## src/rtl/audio_pwm_if.sv

```systemverilog
// Mic-path sample stream feeding audio_pwm_out: one-cycle valid strobe plus PCM sample.
interface audio_pwm_if;
  logic        data_mic_valid;
  logic [15:0] data_mic;

  modport master (output data_mic_valid, output data_mic);
  modport slave  (input  data_mic_valid, input  data_mic);
endinterface

```

## src/rtl/audio_pwm_out.sv

```systemverilog
// Sample FIFO + PWM audio DAC with prime/play sequencing and sticky overflow/underrun flags.
// Optional feature: define AUDIO_PWM_VOL_EN to add vol_i (arithmetic right-shift attenuation).
//
// state | meaning
// IDLE  | output off, FIFO flushed, counter held at 0
// PRIME | amplifier on, mid-scale duty, waiting for FIFO half full at a wrap
// PLAY  | one sample popped into the duty register per PWM period
module audio_pwm_out #(
  parameter int FIFO_DEPTH = 16,
  parameter int PWM_BITS   = 11
) (
  input  logic                            clk_i,
  input  logic                            rst_i,
  audio_pwm_if.slave                      mic,
  input  logic                            enable_i,
  input  logic                            clr_status_i,
`ifdef AUDIO_PWM_VOL_EN
  input  logic [2:0]                      vol_i,
`endif
  output logic                            pwm_audio_o,
  output logic                            pwm_sdaudio_o,
  output logic [$clog2(FIFO_DEPTH):0]     fifo_level_o,
  output logic                            overflow_o,
  output logic                            underrun_o
);

  localparam int AW = $clog2(FIFO_DEPTH);

  localparam logic [1:0] IDLE  = 2'd0;
  localparam logic [1:0] PRIME = 2'd1;
  localparam logic [1:0] PLAY  = 2'd2;

  localparam logic [PWM_BITS-1:0] DUTY_MID = {1'b1, {(PWM_BITS-1){1'b0}}};
  localparam logic [PWM_BITS-1:0] CNT_MAX  = '1;
  localparam logic [AW:0]         LVL_FULL = (AW+1)'(FIFO_DEPTH);
  localparam logic [AW:0]         LVL_HALF = (AW+1)'(FIFO_DEPTH / 2);

  logic [1:0]          state, state_nxt;
  logic [PWM_BITS-1:0] pwm_cnt, duty;
  logic [AW-1:0]       wr_ptr, rd_ptr;
  logic [AW:0]         level;
  logic signed [15:0]  mem [FIFO_DEPTH];

  logic wrap, fifo_empty, fifo_full;
  logic push_req, push, pop, ovf_evt, und_evt;
  logic signed [15:0]  pop_sample, pop_scaled;
  logic [15:0]         pop_ob;
  logic [PWM_BITS-1:0] pop_duty;

  assign wrap       = (pwm_cnt == CNT_MAX);
  assign fifo_empty = (level == '0);
  assign fifo_full  = (level == LVL_FULL);

  assign push_req = mic.data_mic_valid && enable_i;
  assign pop      = enable_i && (state == PLAY) && wrap && !fifo_empty;
  // a pop in the same cycle frees the slot, so a write while full still lands
  assign push     = push_req && (!fifo_full || pop);
  assign ovf_evt  = push_req && fifo_full && !pop;
  assign und_evt  = enable_i && (state == PLAY) && wrap && fifo_empty;

  assign pop_sample = mem[rd_ptr];
`ifdef AUDIO_PWM_VOL_EN
  assign pop_scaled = pop_sample >>> vol_i;
`else
  assign pop_scaled = pop_sample;
`endif
  // offset binary: flip the sign bit, keep the top PWM_BITS bits
  assign pop_ob   = pop_scaled ^ 16'h8000;
  assign pop_duty = PWM_BITS'(pop_ob >> (16 - PWM_BITS));

  always_comb begin
    state_nxt = state;
    if (!enable_i) begin
      state_nxt = IDLE;
    end else begin
      case (state)
        IDLE:    state_nxt = PRIME;
        PRIME:   if (wrap && (level >= LVL_HALF)) state_nxt = PLAY;
        PLAY:    if (und_evt) state_nxt = PRIME;
        default: state_nxt = IDLE;
      endcase
    end
  end

  always_ff @(posedge clk_i or negedge rst_i) begin
    if (!rst_i) begin
      state         <= IDLE;
      pwm_cnt       <= '0;
      duty          <= DUTY_MID;
      pwm_audio_o   <= 1'b0;
      pwm_sdaudio_o <= 1'b0;
    end else begin
      state         <= state_nxt;
      pwm_sdaudio_o <= (state_nxt != IDLE);
      pwm_audio_o   <= enable_i && (state != IDLE) && (pwm_cnt < duty);

      if ((state == IDLE) || (state_nxt == IDLE)) pwm_cnt <= '0;
      else                                        pwm_cnt <= pwm_cnt + PWM_BITS'(1);

      if (state != PLAY)  duty <= DUTY_MID;
      else if (pop)       duty <= pop_duty;
      else if (und_evt)   duty <= DUTY_MID;
    end
  end

  always_ff @(posedge clk_i or negedge rst_i) begin
    if (!rst_i) begin
      wr_ptr <= '0;
      rd_ptr <= '0;
      level  <= '0;
    end else if (!enable_i) begin
      wr_ptr <= '0;
      rd_ptr <= '0;
      level  <= '0;
    end else begin
      if (push) wr_ptr <= wr_ptr + AW'(1);
      if (pop)  rd_ptr <= rd_ptr + AW'(1);
      case ({push, pop})
        2'b10:   level <= level + (AW+1)'(1);
        2'b01:   level <= level - (AW+1)'(1);
        default: level <= level;
      endcase
    end
  end

  always_ff @(posedge clk_i) begin
    if (push) mem[wr_ptr] <= mic.data_mic;
  end

  // a same-cycle event beats the clear
  always_ff @(posedge clk_i or negedge rst_i) begin
    if (!rst_i) begin
      overflow_o <= 1'b0;
      underrun_o <= 1'b0;
    end else begin
      overflow_o <= ovf_evt || (overflow_o && !clr_status_i);
      underrun_o <= und_evt || (underrun_o && !clr_status_i);
    end
  end

  assign fifo_level_o = level;

endmodule
```

## src/flat_wrapper.sv

```systemverilog
// flat-port wrapper written by rule: the top's interface ports become plain ports
module audio_pwm_out_flat 
#(
  parameter int FIFO_DEPTH = 16,
  parameter int PWM_BITS   = 11
)
  (clk_i, rst_i, enable_i, clr_status_i, pwm_audio_o, pwm_sdaudio_o, fifo_level_o, overflow_o, underrun_o, mic_data_mic_valid, mic_data_mic);
  audio_pwm_if mic_i ();
  input  logic clk_i;
  input  logic rst_i;
  input  logic enable_i;
  input  logic clr_status_i;
  output logic pwm_audio_o;
  output logic pwm_sdaudio_o;
  output logic [$clog2(FIFO_DEPTH):0] fifo_level_o;
  output logic overflow_o;
  output logic underrun_o;
  input wire logic [$bits(mic_i.data_mic_valid)-1:0] mic_data_mic_valid;
  input wire logic [$bits(mic_i.data_mic)-1:0] mic_data_mic;
  assign mic_i.data_mic_valid = mic_data_mic_valid;
  assign mic_i.data_mic = mic_data_mic;
  audio_pwm_out #(.FIFO_DEPTH(FIFO_DEPTH), .PWM_BITS(PWM_BITS)) u_core (.clk_i(clk_i), .rst_i(rst_i), .mic(mic_i), .enable_i(enable_i), .clr_status_i(clr_status_i), .pwm_audio_o(pwm_audio_o), .pwm_sdaudio_o(pwm_sdaudio_o), .fifo_level_o(fifo_level_o), .overflow_o(overflow_o), .underrun_o(underrun_o));
endmodule
```

## config.mk

```make
export PLATFORM = sky130hd
export DESIGN_NAME = audio_pwm_out_flat
export DESIGN_NICKNAME = d
export VERILOG_FILES = /design/src/rtl/audio_pwm_if.sv /design/src/rtl/audio_pwm_out.sv /design/src/flat_wrapper.sv
export SDC_FILE = /design/constraint.sdc
export NUM_CORES = 1
export LEC_CHECK = 0
export CORE_MARGIN = 4
export CORE_UTILIZATION = 40
export CTS_BUF_LIST = sky130_fd_sc_hd__clkbuf_4
export CTS_CLUSTER_DIAMETER = 40
export DETAILED_ROUTE_END_ITERATION = 6
export PLACE_DENSITY = 0.53
export SLEW_MARGIN = 20
export SYNTH_ARGS = -nofsm -noshare
export SYNTH_HDL_FRONTEND = slang
export SYNTH_SLANG_ARGS = --single-unit
```

## constraint.sdc

```tcl
create_clock -name clk_i -period 3.3 [get_ports clk_i]
set_input_delay 0.66 -clock clk_i [delete_from_list [all_inputs] [get_ports clk_i]]
set_output_delay 0.66 -clock clk_i [all_outputs]
set_load 0.02 [all_outputs]
```

== Word-level counts from Yosys, hierarchy flattened ==
Memories as Yosys holds them, arrays and structs flattened.
Cells that the tools add are included.
Storage, ports and cells
  bits in registers: 41
  memory bits (writable): 256
  bits of input ports: 21
  output and inout port bits: 9
  logic and storage cells: 72
  memories: 1
Memories
  u_core.mem: depth 16, width 16, read ports 1, clocked after Yosys merged registers in 0, wr ports 1, RTL line audio_pwm_out.sv:42  | logic signed [15:0] mem [FIFO_DEPTH];
Cells by class
  $add $sub $neg: 5
  $lt $le $gt $ge: 2
  equality and inequality tests: 10
  mux-type cells: 16
  bitwise gates (word level): 1
  reduce and logical (&&, ||, !) cells: 27
Operators by type and width (count)
  11-bit two-way mux: 4
  4-bit two-way mux: 4
  1-bit logical AND: 13
  11-bit by 1-bit adder with 11-bit output (second input constant): 1
  11-bit equality test (second input constant): 1
  11-bit less-than comparator: 1
  5-bit case mux with 2 select lines: 1
  4-bit by 1-bit adder with 4-bit output (second input constant): 2
  2-bit two-way mux: 3
  2-bit case mux with 3 select lines: 1
  5-bit by 1-bit adder with 5-bit output (second input constant): 1
  5-bit equality test (second input constant): 1
  5-bit by 4-bit greater-or-equal comparator with 1-bit output (second input constant): 1
  5-bit zero test: 1
  5-bit two-way mux: 1
  5-bit by 1-bit subtractor with 5-bit output (second input constant): 1
  2-bit by 1-bit equality test with 1-bit output (second input constant): 2
  2-bit equality test (second input constant): 2
  1-bit zero test: 4
  2-bit zero test: 2
  1-bit logical OR: 4
  2-bit by 1-bit != test with 1-bit output (second input constant): 2
  2-bit nonzero test: 2
  3-bit by 1-bit != test with 1-bit output (second input constant): 1
  4 further kinds: 5

== Longest topological paths before layout ==
Gate-level depths: netlist of the first run.
  depth in word-level cells: 10
  depth in mapped cells: 10
  mapped depth without buffers: 10

== Worst setup path before layout of the first run ==
Ideal clock, no wire load.
  kind: register to register
  start point: reg u_core.pwm_cnt[0]
  end point: reg u_core.level[4] (netlist: u_core.fifo_level_o[4])
  setup time: 78 ps
  data arrival time: 2823 ps
  required time: 3222 ps
  slack: 399 ps
  cell stages (with the launch flop): 11
  path buffers: 0
  clock period less this slack: 2901 ps
  path through: dfrtp_1 ha_1 and4_1 nand4_2 nor4_4 ha_1 a21o_1 a21o_1 or4_1 a21o_1 a21oi_1
Between the ends
  longest elaborated chain between the ends: 8
  elaborated cells between the ends (all ways): 10
  those cells by class: 4 x eq/ne; 2 x mux; 4 x reduce/logical
RTL lines
  start, declared: RTL line audio_pwm_out.sv:39  | logic [PWM_BITS-1:0] pwm_cnt, duty;
  start signal, assigned: RTL line audio_pwm_out.sv:98  | else pwm_cnt <= pwm_cnt + PWM_BITS'(1);
  11-bit equality test *: RTL line audio_pwm_out.sv:50  | assign wrap = (pwm_cnt == CNT_MAX);
  1-bit logical AND * (2 in a row): RTL line audio_pwm_out.sv:55  | assign pop = enable_i && (state == PLAY) && wrap && !fifo_empty;
  1-bit logical OR: RTL line audio_pwm_out.sv:57  | assign push = push_req && (!fifo_full || pop);
  1-bit logical AND: RTL line audio_pwm_out.sv:57
  2-bit by 1-bit equality test with 1-bit output / 2-bit equality test (equally long branches): RTL line audio_pwm_out.sv:118  | case ({push, pop})
  5-bit case mux with 2 select lines: RTL line audio_pwm_out.sv:118
  5-bit two-way mux: RTL line audio_pwm_out.sv:111  | end else if (!enable_i) begin
  end signal, assigned: RTL line audio_pwm_out.sv:119  | 2'b10: level <= level + (AW+1)'(1);
  end signal, assigned: RTL line audio_pwm_out.sv:120  | 2'b01: level <= level - (AW+1)'(1);
  end signal, assigned: RTL line audio_pwm_out.sv:121  | default: level <= level;
  end, declared: RTL line audio_pwm_out.sv:41  | logic [AW:0] level;
Every way passes the cells marked *; elsewhere a longest branch is shown, timed or not.
A chain may end at the register's enable or synchronous reset.

== Worst setup path after layout of the first run ==
Ends and elaborated chain as after synthesis.

==> flow_summary_export.csv, run 1 <==
group,metric,value,unit
finish,multi_input_area,2690,um2
run_status,status,"completed",
critical_path,worstPathCellList,"ha_1 > and4_1 > nand4_2 > nor4_4 > ha_1 > a21o_1 > a21o_1 > or4_1 > a21o_1 > a21oi_1",
finish,drive_gt1_share,26.5,%
synth,yosysSeqAreaShare,68.5,%
clocking,clk_latency,680,ps
sta,clock.fmax,333,MHz
sta,rsz0062_at_grt,"no",
finish,area_growth,16.3,%
clocking,cts_buffers,56,
synth,synth_cell_types,57,
floorplanning,core,22600,um2
synth,post_synth_fa_ha_maj_area_fraction,2.80,%
placed_design,dpl.hpwl,12.5,mm
synth,synth_compound_area_share,5.73,%
synth,synth_xor_area_share,1.24,%
synth,synthCells,523,
routing,routedWlPerCell,20.9,um
clocking,cts_resized,0,
clocking,clk_pin_slew,70,ps
critical_path,critPathMaxFanout,5,
grt,grt_pass1_wl,31.3,mm
critical_path,cp_slowest_stage_delay,440,ps
critical_path,critPathMostFrequentCell,"a21o_1",
critical_path,path_class,"register to register",
synth,ys.flop_type,"edfxtp_1",
routing,detail_route.iter0.violations,335,
synth,ys_top_cells_by_area,"edfxtp_1, dfrtp_1, mux4_2",
synth,ys_ff_latch,217,
clocking,clock_sinks,217,
power_and_ir_drop,p_int,0.00427,W
power_and_ir_drop,p_seq_share,55.1,%
critical_path,crit_path_end_kind,"register",
floorplanning,rows,55,
worst_hold_path,min_path_type,"input pin to asynchronous set/reset pin",
placed_design,placedCellCount,851,
synth,synth.most_common_cell,"edfxtp_1",
clocking,clockBufferDepth,3,
grt,globalRouteOverflowTotal,0,
floorplanning,dieArea,25500,um2
synth,syn-cell-area,9220,um2
critical_path,critPathRequiredTime,3880,ps
flow_run,maxCapViolCount,0,
synth,synthMuxAreaShare,12.8,%
grt,antenna_found_initial,1,
critical_path,crit_arrival,3580,ps
synth,synth-async-reset-ratio,18.9,%
floorplanning,die_width,160,um
sta,slew_headroom,26.1,%
power_and_ir_drop,power.switching,0.00118,W
synth,syn_nets,564,
sta,finClkSkew,40.0,ps
critical_path,critical-path-slowest-cell,"nor4_4",
grt,track_usage,15.9,%
power_and_ir_drop,power.density,508,nW/um2
synth,synth_top_family_by_area,"multiplexers",
sta,hold_viol_final,0,
synth,yosysWarnings,0,
routing,firstDrtPassIters,4,
clocking,post_cts_buffers,0,
power_and_ir_drop,pwr-share-comb,3.3,%
synth,synth.top_cell.area_share,57.3,%
clocking,tritoncts,"yes",
sta,post-route-period-util,90.9,%
sta,tns,0,ps
finish,nets,665,
synth,synth_top_cell_by_area,"edfxtp_1",
placed_design,routabilityCongestion,0.791,
power_and_ir_drop,p_clk_share,41.7,%
sta,maxSlewViolCount,0,
placed_design,port_buffers,24,
routing,avgViaCountPerCell,5.34,
floorplanning,pin_count,30,
routing,routed_wl,19.8,mm
synth,synth_area_per_cell,17.6,um2
finish,seq_area,6310,um2
critical_path,start_kind,"register",
clocking,hold_buffers,0,
power_and_ir_drop,ir_drop,0.318,mV
power_and_ir_drop,switching_share,21.6,%
finish,fill_cells,1955,
sta,tightest_slew,1110,ps
finish,final-instance-count-excl-fill,949,
clocking,h-tree-depth,2,
synth,synth_edf_count,176,
floorplanning,start_util,40.7,%
sta,report.final.setup_viol,0,
power_and_ir_drop,p_leak,3.82,nW
grt,grt_pass1_vias,5397,
synth,synth_common_cells,"edfxtp_1, dfrtp_1, mux4_2",
clocking,cts.root.buffer_cell,"clkbuf_4",
routing,route.detailed.drc,0,
synth,synth-simple-area-share,6.64,%
grt,grt_max_degree,42,
sta,fin_crit,3000,ps
floorplanning,die_h,160,um
routing,dr_total_vias,5064,
routing,postRouteAntennaNets,0,
==> power by group through the flow <==
stage	sequential, W	combinational, W	clock, W
after floorplan	0.00306	0.0000716	0
after global placement	0.00306	0.000173	0
after detailed placement	0.00306	0.000180	0
after CTS	0.00300	0.000181	0.00238
after global routing	0.00300	0.000199	0.00253
final	0.00300	0.000178	0.00227
==> registers in the layout, indices dropped and copies added, names as in the netlist <==
signal	count
u_core.pwm_cnt	11
u_core.overflow_o	1
u_core.fifo_level_o	5
u_core.pwm_sdaudio_o	1
u_core.pwm_audio_o	1
u_core.mem	176
u_core.wr_ptr	4
u_core.underrun_o	1
u_core.rd_ptr	4
u_core.duty	11
u_core.state	2
==> critical path, delay by kind of cell, from the launching register on <==
kind                       cells  cell delay (ps)
DFF                            1              410
AOI/OAI and AO/OA              4              660
adders and majority gates      2              570
and+or+nand+nor                4             1300
==> placed cells by master, fill, tap and decap left out, drive strengths merged, types with 12 or more instances in the layout <==
cell             n
edfxtp         176
clkbuf          82
mux4            44
buf             41
dfrtp           40
nor2            26
clkdlybuf4s50   23
a21oi           21
inv             20
ha              19
nor2b           14
mux2i           14
and2            13
a22o            12
clkinv          12
==> area by class of cell <==
cell class / instances / area share [%]
antenna: 1 / 0.0233
clock buffer: 82 / 5.74
clock inverter: 15 / 0.910
inverter: 19 / 0.665
multi-input combinational: 266 / 25.1
sequential: 217 / 58.9
tap: 285 / 3.33
timing repair buffer: 64 / 5.34
==> stage by stage <==
step | cell area (um2) | hold WS, ps | worst slack, ps | util, % | total power [W]
after floorplan | 9220 | 364 | 399 | - | 0.00313
after global placement | 10000 | 487 | 216 | 44.2 | 0.00323
after detailed placement | 10000 | 500 | 188 | 44.2 | 0.00324
after CTS | 10700 | 138 | 242 | 47.4 | 0.00556
after global routing | 10700 | 193 | 82.6 | 47.4 | 0.00573
final | 10700 | 143 | 301 | 47.4 | 0.00545
==> per-layer routing <==
| metal | wire, um | vias to the layer above | part of all wire (%) | track usage, % |
|---|---|---|---|---|
| li1 | - | 2323 | - | - |
| met1 | 8700 | 2618 | 44 | 20.6 |
| met2 | 10100 | 93 | 51 | 26.7 |
| met3 | 704 | 30 | 3.6 | 3.69 |
| met4 | 338 | 0 | 1.7 | 5.40 |
| met5 | 0 | - | 0 | 0 |
==> cell families (layout without fill, tap and decap cells) <==
kind of cell    Yosys count  count (layout)
fa+ha+maj                20              20
simple gates            101             101
mux                      58              58
flops                   217             217
xor+xnor                 13              13
compound gates           74              74
other cells               0               1
buf+inv                  40             180
==> path summary, 6_finish.rpt <==
check | start | endpoint | slack (ps) | cells after the start
max | u_core.pwm_cnt[0] | u_core.fifo_level_o[4] | 300 | 10
max reg2reg | u_core.pwm_cnt[0] | u_core.fifo_level_o[4] | 300 | 10
min in group clk_i | u_core.duty[8] | u_core.duty[8] | 510 | 1
min reg2reg | u_core.duty[8] | u_core.duty[8] | 510 | 1
max in group asynchronous | rst_i | u_core.rd_ptr[0] | 2490 | 1
min | rst_i | u_core.state[1] | 140 | 1
Note: power is estimated with default switching activity, not from simulation.
==> run 2: changes to the inputs <==
--- a/config.mk
+++ b/config.mk
@@ -10,6 +10,7 @@
 export CTS_BUF_LIST = sky130_fd_sc_hd__clkbuf_4
 export CTS_CLUSTER_DIAMETER = 40
 export DETAILED_ROUTE_END_ITERATION = 6
+export GPL_TIMING_DRIVEN = 0
 export PLACE_DENSITY = 0.53
 export SLEW_MARGIN = 20
 export SYNTH_ARGS = -nofsm -noshare
==> run 2 against run 1 <==
Sequential cell count unchanged. Clock skew is 7.5 ps higher. Worst setup slack lost 97 ps. Utilization decreased by 0.41 points. Die area did not move. Global-route usage shrank 0.76 points. Final cell count decreased by 0.95%. First-iteration DRC count decreased by 31%.
==> flow_summary_export.csv, run 2 (synthesis gave the netlist of run 1 again) <==
group,metric,value,unit
finish,regMostFlops,"u_core.mem",
clocking,cts.root.buffer_cell,"clkbuf_4",
critical_path,crit_arrival,3660,ps
routing,dr_total_vias,4944,
finish,area_growth,15.3,%
routing,detail_route.iter0.violations,232,
power_and_ir_drop,pwr-share-comb,3.3,%
sta,maxSlewViolCount,0,
finish,layout_commonest_cell,"edfxtp_1",
clocking,clk_latency,680,ps
grt,grt_pass1_wl,29.5,mm
clocking,cts_buffers,58,
power_and_ir_drop,power.density,516,nW/um2
sta,slew_headroom,43.5,%
flow_run,maxCapViolCount,0,
placed_design,dpl.hpwl,12.5,mm
grt,track_usage,15.1,%
critical_path,crit_path_end_kind,"register",
run_status,status,"completed",
critical_path,reg2reg_slack,200,ps
floorplanning,pin_count,30,
sta,post-route-period-util,93.8,%
sta,hold_ws,505,ps
critical_path,cp_slowest_stage_delay,470,ps
critical_path,worstPathCellList,"nor4_4 > and2b_1 > nor4_4 > buf_4 > fa_1 > a21o_1 > a21o_1 > or4_1 > a21o_1 > a21oi_1",
routing,route.detailed.drc,0,
finish,drive_gt1_share,24.3,%
critical_path,path_class,"register to register",
routing,routed_wl,19.1,mm
critical_path,start_kind,"register",
sta,report.final.setup_viol,0,
power_and_ir_drop,p_clk_share,42.0,%
worst_hold_path,min_path_type,"register to register",
finish,reg_top3,"u_core.mem (176), u_core.duty (11), u_core.pwm_cnt (11)",
power_and_ir_drop,power.switching,0.00120,W
power_and_ir_drop,switching_share,21.8,%
clocking,clock_sinks,217,
critical_path,critPathMaxFanout,7,
floorplanning,core,22600,um2
power_and_ir_drop,p_total,0.00549,W
placed_design,port_buffers,24,
grt,grt_max_degree,23,
routing,postRouteAntennaNets,0,
sta,hold_viol_final,0,
clocking,clockBufferDepth,3,
floorplanning,rows,55,
floorplanning,start_util,40.7,%
sta,clock.fmax,323,MHz
floorplanning,dieArea,25500,um2
finish,final_cell_mix,"edfxtp_1, clkbuf_4, dfrtp_1",
finish,nets,652,
power_and_ir_drop,p_int,0.00429,W
sta,fin_crit,3100,ps
routing,firstDrtPassIters,4,
critical_path,critical-path-slowest-cell,"dfrtp_1",
placed_design,routabilityCongestion,0.727,
floorplanning,die_width,160,um
clocking,clk_pin_slew,70,ps
power_and_ir_drop,ir_drop,0.284,mV
floorplanning,die_h,160,um
sta,finClkSkew,47.5,ps
routing,routedWlPerCell,20.3,um
grt,globalRouteOverflowTotal,0,
power_and_ir_drop,p_seq_share,54.7,%
clocking,tritoncts,"yes",
power_and_ir_drop,p_leak,3.73,nW
clocking,h-tree-depth,2,
sta,rsz0062_at_grt,"no",
grt,grt_pass1_vias,5219,
critical_path,critPathMostFrequentCell,"a21o_1",
finish,largest_reg_flops,176,
critical_path,critPathRequiredTime,3860,ps
grt,antenna_found_initial,1,
routing,avgViaCountPerCell,5.26,
sta,tightest_slew,846,ps
run 2: worst paths after layout:
kind | cells past startpoint | endpoint | start
max | 10 | u_core.fifo_level_o[4] | u_core.fifo_level_o[1]
min | 1 | u_core.overflow_o | u_core.overflow_o
max reg2reg | 10 | u_core.fifo_level_o[4] | u_core.fifo_level_o[1]
min reg2reg | 1 | u_core.overflow_o | u_core.overflow_o
max in group asynchronous | 3 | u_core.duty[10] | rst_i
min in group asynchronous | 2 | u_core.pwm_cnt[8] | rst_i
run 2: critical path: cells and delay by family (launching register included):
family | cells | cell delay [ps]
and+or+nand+nor | 4 | 1300
DFF | 1 | 470
AOI/OAI and AO/OA | 4 | 680
buffers and inverters | 1 | 170
adders and majority gates | 1 | 400
run 2: cell type report:
cell class | instances | area [um2]
fillers | 1954 | 12000
clock inverters | 19 | 115
flip-flops and latches | 217 | 6310
diodes | 2 | 5.00
plain buffers | 21 | 143
clock buffers | 83 | 623
inverters | 19 | 71.3
repair buffers | 28 | 288
multi-input cells | 266 | 2720
well taps | 285 | 357
run 2: timing repair:
item	in CTS	in global routing
resized for setup	0	4
pin swaps	1	2
endpoints found under the hold margin	21	0
buffers inserted	0	2
hold buffers	1	0
gates cloned	0	0
endpoints found under the setup margin	1	2
run 2: power groups by stage:
stage          clock network (W)  logic (W)  registers, W
2_1_floorplan                  0  0.0000716       0.00306
3_3_place_gp                   0   0.000171       0.00306
3_5_place_dp                   0   0.000179       0.00306
4_1_cts                  0.00239   0.000181       0.00300
5_1_grt                  0.00255   0.000198       0.00300
6_report                 0.00231   0.000180       0.00300
run 2: metrics by stage:
stage               instance area, um2  utilization, %  cells  worst slack, ps  setup TNS (ps)
floorplan                         9220               -    523              399               0
global placement                  9810            43.3    832             -319          -26830
detailed placement                9850            43.5    833             -200          -19640
CTS                              10600            46.8    936             98.2               0
global route                     10600            46.9    940            0.776               0
finish                           10600            46.9    940              204               0
run 2: per-layer routing:
layer	vias to the layer above	GRT usage, %	part of all wire (%)
met1	2496	19.4	43
met4	0	5.67	2.4
met3	38	3.35	4.0
met2	113	25.5	50
met5	-	0	0
li1	2297	-	-
